<file path="config.mk">
export PLATFORM = sky130hd
export DESIGN_NAME = fetch_sequencer
export DESIGN_NICKNAME = d
export VERILOG_FILES = /design/src/rtl/fetch_pkg.sv /design/src/rtl/fetch_buf.sv /design/src/rtl/fetch_sequencer.sv
export SDC_FILE = /design/constraint.sdc
export NUM_CORES = 1
export LEC_CHECK = 0
export ABC_AREA = 1
export CORE_ASPECT_RATIO = 2
export CORE_MARGIN = 2
export CORE_UTILIZATION = 40
export DETAILED_ROUTE_END_ITERATION = 6
export PLACE_DENSITY_LB_ADDON = 0.12
export SLEW_MARGIN = 10
export SYNTH_ARGS = -nofsm -noshare
export SYNTH_HDL_FRONTEND = slang
export SYNTH_HIERARCHICAL = 1
export SYNTH_SLANG_ARGS = --single-unit
</file>
<file path="constraint.sdc">
create_clock -name clk -period 6.7 [get_ports clk]
set_clock_uncertainty 0.1 [all_clocks]
set_input_delay 1.34 -clock clk [delete_from_list [all_inputs] [get_ports clk]]
set_output_delay 1.34 -clock clk [all_outputs]
set_load 0.05 [all_outputs]
</file>
<file path="src/rtl/fetch_pkg.sv">
// Shared types and constants for the instruction fetch sequencer.
package fetch_pkg;

    localparam int ADDR_W = 16;
    localparam int INS_W  = 32;

    typedef enum logic {
        RUN  = 1'b0,
        HALT = 1'b1
    } fetch_state_t;

    typedef struct packed {
        logic [INS_W-1:0]  ins;
        logic [ADDR_W-1:0] pc;
    } fetch_entry_t;

    // Saturating 32-bit add used by the optional performance counters.
    function automatic logic [31:0] sat_add(input logic [31:0] a, input logic [31:0] b);
        logic [32:0] sum;
        sum = {1'b0, a} + {1'b0, b};
        return sum[32] ? '1 : sum[31:0];
    endfunction

endpackage

</file>
<file path="src/rtl/fetch_buf.sv">
// Two-entry FIFO of fetched instructions; the head entry feeds decode.
// Push and pop may coincide at any occupancy, flush empties it at once.
module fetch_buf
    import fetch_pkg::*;
(
    input  logic         clk,
    input  logic         rst,
    input  logic         push,
    input  fetch_entry_t push_entry,
    input  logic         pop,
    input  logic         flush,
    output logic [1:0]   count,
    output fetch_entry_t head
);

    fetch_entry_t entry_q [2];
    fetch_entry_t entry_d [2];
    logic         rd_ptr_q;
    logic         rd_ptr_d;
    logic [1:0]   count_q;
    logic [1:0]   count_d;
    logic         wr_ptr;

    // The write slot sits count entries past the read pointer, modulo two.
    assign wr_ptr = rd_ptr_q ^ count_q[0];
    assign count  = count_q;
    assign head   = (count_q != 2'd0) ? entry_q[rd_ptr_q] : '0;

    // Next-state computation for storage, read pointer and occupancy.
    always_comb begin
        entry_d  = entry_q;
        rd_ptr_d = rd_ptr_q;
        count_d  = count_q;
        if (flush) begin
            rd_ptr_d = 1'b0;
            count_d  = 2'd0;
        end else begin
            if (push) begin
                entry_d[wr_ptr] = push_entry;
            end
            if (pop) begin
                rd_ptr_d = ~rd_ptr_q;
            end
            count_d = count_q + {1'b0, push} - {1'b0, pop};
        end
    end

    // FIFO state registers with synchronous reset.
    always_ff @(posedge clk) begin
        if (rst) begin
            entry_q[0] <= '0;
            entry_q[1] <= '0;
            rd_ptr_q   <= 1'b0;
            count_q    <= 2'd0;
        end else begin
            entry_q  <= entry_d;
            rd_ptr_q <= rd_ptr_d;
            count_q  <= count_d;
        end
    end

endmodule

</file>
<file path="src/rtl/fetch_sequencer.sv">
// Instruction fetch sequencer: issues word addresses to a memory with one
// cycle of read latency, buffers returned words and hands them to decode
// over valid/ready. Handles redirects and halts at the end of the image.
// Optional build macro FETCH_PERF_CNT_EN adds stall/flush counters.
module fetch_sequencer
    import fetch_pkg::*;
#(
    parameter int PROG_LEN = 25,
    parameter int RESET_PC = 0
) (
    input  logic              clk,
    input  logic              rst,
    output logic [ADDR_W-1:0] mem_addr,
    input  logic [INS_W-1:0]  ins,
    output logic              id_valid,
    input  logic              id_ready,
    output logic [INS_W-1:0]  id_ins,
    output logic [ADDR_W-1:0] id_pc,
    input  logic              redirect_valid,
    input  logic [ADDR_W-1:0] redirect_pc,
    output logic              halted
`ifdef FETCH_PERF_CNT_EN
    ,
    output logic [31:0]       perf_stall,
    output logic [31:0]       perf_flush
`endif
);

    localparam logic [ADDR_W:0]   PROG_END   = PROG_LEN[ADDR_W:0];
    localparam logic [ADDR_W-1:0] RESET_ADDR = RESET_PC[ADDR_W-1:0];

    fetch_state_t      state_q;
    fetch_state_t      state_d;
    logic [ADDR_W-1:0] pc_q;
    logic [ADDR_W-1:0] pc_d;
    logic              inflight_q;
    logic              inflight_d;
    logic [ADDR_W-1:0] inflight_pc_q;
    logic [ADDR_W-1:0] inflight_pc_d;

    logic [1:0]        buf_count;
    fetch_entry_t      buf_head;
    fetch_entry_t      push_entry;
    logic              push;
    logic              pop;
    logic              issue;
    logic              pc_below_end;
    logic [2:0]        occupancy;
    logic [1:0]        count_next;

    assign mem_addr     = pc_q;
    assign id_valid     = (buf_count != 2'd0);
    assign id_ins       = buf_head.ins;
    assign id_pc        = buf_head.pc;
    assign halted       = (state_q == HALT);

    assign pop          = id_valid && id_ready;
    assign push         = inflight_q && !redirect_valid;
    assign push_entry   = '{ins: ins, pc: inflight_pc_q};
    assign pc_below_end = ({1'b0, pc_q} < PROG_END);
    assign occupancy    = {1'b0, buf_count} + {2'b00, inflight_q} - {2'b00, pop};
    assign issue        = (state_q == RUN) && pc_below_end && !redirect_valid && (occupancy < 3'd2);
    assign count_next   = buf_count + {1'b0, push} - {1'b0, pop};

    fetch_buf u_buf (
        .clk        (clk),
        .rst        (rst),
        .push       (push),
        .push_entry (push_entry),
        .pop        (pop),
        .flush      (redirect_valid),
        .count      (buf_count),
        .head       (buf_head)
    );

    // Issue, redirect and halt decisions; HALT is entered on the same edge the
    // last entry leaves so halted rises the cycle after the final handshake.
    always_comb begin
        state_d       = state_q;
        pc_d          = pc_q;
        inflight_d    = 1'b0;
        inflight_pc_d = inflight_pc_q;
        if (redirect_valid) begin
            pc_d    = redirect_pc;
            state_d = RUN;
        end else begin
            if (issue) begin
                inflight_d    = 1'b1;
                inflight_pc_d = pc_q;
                pc_d          = pc_q + ADDR_W'(1);
            end
            if ((state_q == RUN) && ({1'b0, pc_d} >= PROG_END) && !inflight_d && (count_next == 2'd0)) begin
                state_d = HALT;
            end
        end
    end

    // Sequencer state registers with synchronous reset.
    always_ff @(posedge clk) begin
        if (rst) begin
            state_q       <= RUN;
            pc_q          <= RESET_ADDR;
            inflight_q    <= 1'b0;
            inflight_pc_q <= '0;
        end else begin
            state_q       <= state_d;
            pc_q          <= pc_d;
            inflight_q    <= inflight_d;
            inflight_pc_q <= inflight_pc_d;
        end
    end

`ifdef FETCH_PERF_CNT_EN
    logic [31:0] perf_stall_q;
    logic [31:0] perf_stall_d;
    logic [31:0] perf_flush_q;
    logic [31:0] perf_flush_d;
    logic [31:0] discard;

    assign perf_stall = perf_stall_q;
    assign perf_flush = perf_flush_q;
    // A head accepted in the redirect cycle is delivered, not discarded.
    assign discard    = 32'(buf_count) + 32'(inflight_q) - 32'(pop);

    // Saturating counts of back-pressured cycles and flushed entries.
    always_comb begin
        perf_stall_d = sat_add(perf_stall_q, 32'(id_valid && !id_ready));
        perf_flush_d = perf_flush_q;
        if (redirect_valid) begin
            perf_flush_d = sat_add(perf_flush_q, discard);
        end
    end

    // Performance counter registers with synchronous reset.
    always_ff @(posedge clk) begin
        if (rst) begin
            perf_stall_q <= '0;
            perf_flush_q <= '0;
        end else begin
            perf_stall_q <= perf_stall_d;
            perf_flush_q <= perf_flush_d;
        end
    end
`endif

endmodule

</file>
==> impl_metrics.toml <==
[grt]
first_global_vias = 5864
grt_max_degree = 193
track_usage_pct = 19.7
antenna_found_initial = 0
grt_pass1_wl_um = 27600
overflow = 0

[detailed_routing]
drcViolationCount = 0
post_drt_wl_per_cell_um = 13.3
vias = 6357
drtIter0Drc = 333
routed_wl_um = 17000
drt.antenna.violating_nets = 0
viasPerCell = 4.99
dr.pass1.iters = 4

[synth]
syn_nets = 1048
synthAdderAreaFrac_pct = 1.25
synth-edff-count = 0
synthSimpleGateAreaFrac_pct = 31.9
syn-cell-area_um2 = 6600
synth_top_cells_by_count = "nand2_1, a21oi_1, dfxtp_1"
yosysSeqAreaShare_pct = 40.3
ys_warn_count = 6
yosys-top-cells-area = "dfxtp_1, nand2_1, a21oi_1"
ys_types = 32
muxShareOfSynthArea_pct = 0
yosys.area_share.xor_xnor_pct = 0.265
synth_top_area_cell = "dfxtp_1"
yosys.cell_count.top_type = "nand2_1"
synth_top_family_by_area = "simple AND/OR/NAND/NOR gates"
async_flop_share_pct = 0
yosysTopAreaCellShare_pct = 40.3
ys_dominant_reg_cell = "dfxtp_1"
synthCells = 990
synth_seq_cells = 133
postSynthAreaPerCell_um2 = 6.67
synth_compound_area_share_pct = 14.4

[placement]
dpl_cell_area_um2 = 7680
port_buffers = 117
gp_congestion = 0.808
pre_cts_ws_ps = 2570
hpwl_um = 10000

[worst_setup_path]
cp_max_fo = 50
crit_slowest_cell = "clkdlybuf4s50_1"
reg2reg_to = "halted"
critPathMaxStageDelay_ps = 850
rrSetupSlack_ps = 3650
cp_cell_sequence = "buf_4 > nand2_1 > a21oi_1 > clkdlybuf4s50_1"
arrival_ps = 2530
required_ps = 5260
cp-startpoint = "u_buf/rd_ptr_q"
worstSetupPathType = "flop to output pin"
r2r-start = "u_buf/count[1]"
crit_path_end_kind = "output pin"
critPathLaunchType = "flop"
r2r.worst_path.cells = 21

[cells_and_area]
final_util_pct = 51.1
antennaDiodeCount = 0
syn2layout_area_growth_pct = 25.4
final_area_um2 = 8280
drive_above_1_share_pct = 6.64
num-nets-final = 1114

[sta]
whs_ps = 355
fin_crit_ps = 3970
finalCritPeriodShare_pct = 59.2
slew_headroom_pct = 28.1
final_max_slew_viol_count = 0
finalSetupViolCount = 0
worst_pin_slew_ps = 1080
grt_setup_unrepaired = "false"
tns_ps = 0
hold_viol = 0
worst_slack_ps = 2730
fmax_mhz = 252

[power_and_ir_drop]
ir_drop_v = 0.000171
power_density_nw_per_um2 = 229
p_leak_nw = 3.26

[hold_path]
hold_depth = 2
hold_path.class = "flop to flop"
min-delay-start = "inflight_pc_q[8]"
min_to = "inflight_pc_q[8]"

[clocking]
cts_buffer_depth = 2
cts_hold_buf = 0
clk-insertion-delay-late_ps = 420
h-tree-depth = 4
tritoncts = "built"
ctsResizeCount = 0
cts_buffers = 17
clk_pin_slew_ps = 60
cts_setup_buffers = 0
root_buffer = "clkbuf_16"
clock-sinks = 133

[floorplanning]
rows = 66
die_w_um = 94.8
pin_count = 118
coreArea_um2 = 16200
initial_core_util_pct = 40.8
die_h_um = 186
die_area_um2 = 17600

[run]
maxCapViolCount = 0

[outcome]
status = "complete, no violations"
==> sequential cells by signal (all words and copies together), names as in the netlist <==
register and cells:
u_buf/entry_q 96, inflight_pc_q 16, mem_addr 16, u_buf/count 2, halted 1, inflight_q 1
u_buf/rd_ptr_q 1
==> how the worst max path moves through the flow <==
| stage | to | depth (start not counted) |
|---|---|---|
| 4_1_cts | id_ins[8] | 4 |
| 5_1_grt | id_ins[3] | 4 |
| 2_1_floorplan | halted | 19 |
| 6_report | id_ins[8] | 4 |
| 3_3_place_gp | halted | 20 |
| 3_5_place_dp | halted | 20 |
==> stage by stage <==
stage | total power, mW | instances
after global routing | 1.96 | 1273
after floorplan | 0.918 | 990
after CTS | 1.91 | 1273
final | 1.89 | 1273
after detailed placement | 0.980 | 1241
after global placement | 0.980 | 1241
==> cells in the final DEF (no fill, tap or decap), drive strengths merged, types with 5 or more instances in the layout <==
| cell type | count |
|---|---|
| nor2 | 124 |
| inv | 101 |
| dfxtp | 133 |
| nand4 | 5 |
| clkdlybuf4s50 | 117 |
| nand3 | 114 |
| clkbuf | 19 |
| nand2 | 249 |
| o21ai | 15 |
| ha | 5 |
| a21oi | 160 |
==> critical path, delay by kind of cell (launching register included) <==
family,cells,cell delay (ps)
AO/OA/AOI/OAI,1,250
flip-flops,1,350
AND/OR/NAND/NOR,1,110
buffers and inverters,2,1390
==> area by class of cell <==
type	count	area (µm²)
multi-input combinational	685	3180
inverter	98	370
fill	1719	7910
clock buffer	19	443
sequential	133	2660
clock inverter	13	148
tap	204	255
timing repair buffer	121	1210
==> power breakdown <==
part           internal (mW)  total [mW]  switching, mW
clock network          0.562       0.931          0.368
registers              0.800       0.809        0.00869
logic                 0.0623       0.153         0.0903
total                   1.42        1.89          0.467
==> layer usage <==
metal  up-vias  track usage, %  part of all wire, %
met5         -               0                    0
met4         0            7.42                  1.8
met3        20            4.49                  4.5
met2       123            35.7                   53
met1      2939            22.0                   41
li1       3275               -                    -
==> logic make-up (layout without fill, tap and decap cells) <==
logic type      after synthesis  after routing
simple gates                499            499
compound gates              178            178
fa+ha+maj                     6              6
buf+inv                     172            251
flops                       133            133
xor+xnor                      2              2
(Power assumes the default switching activity.)
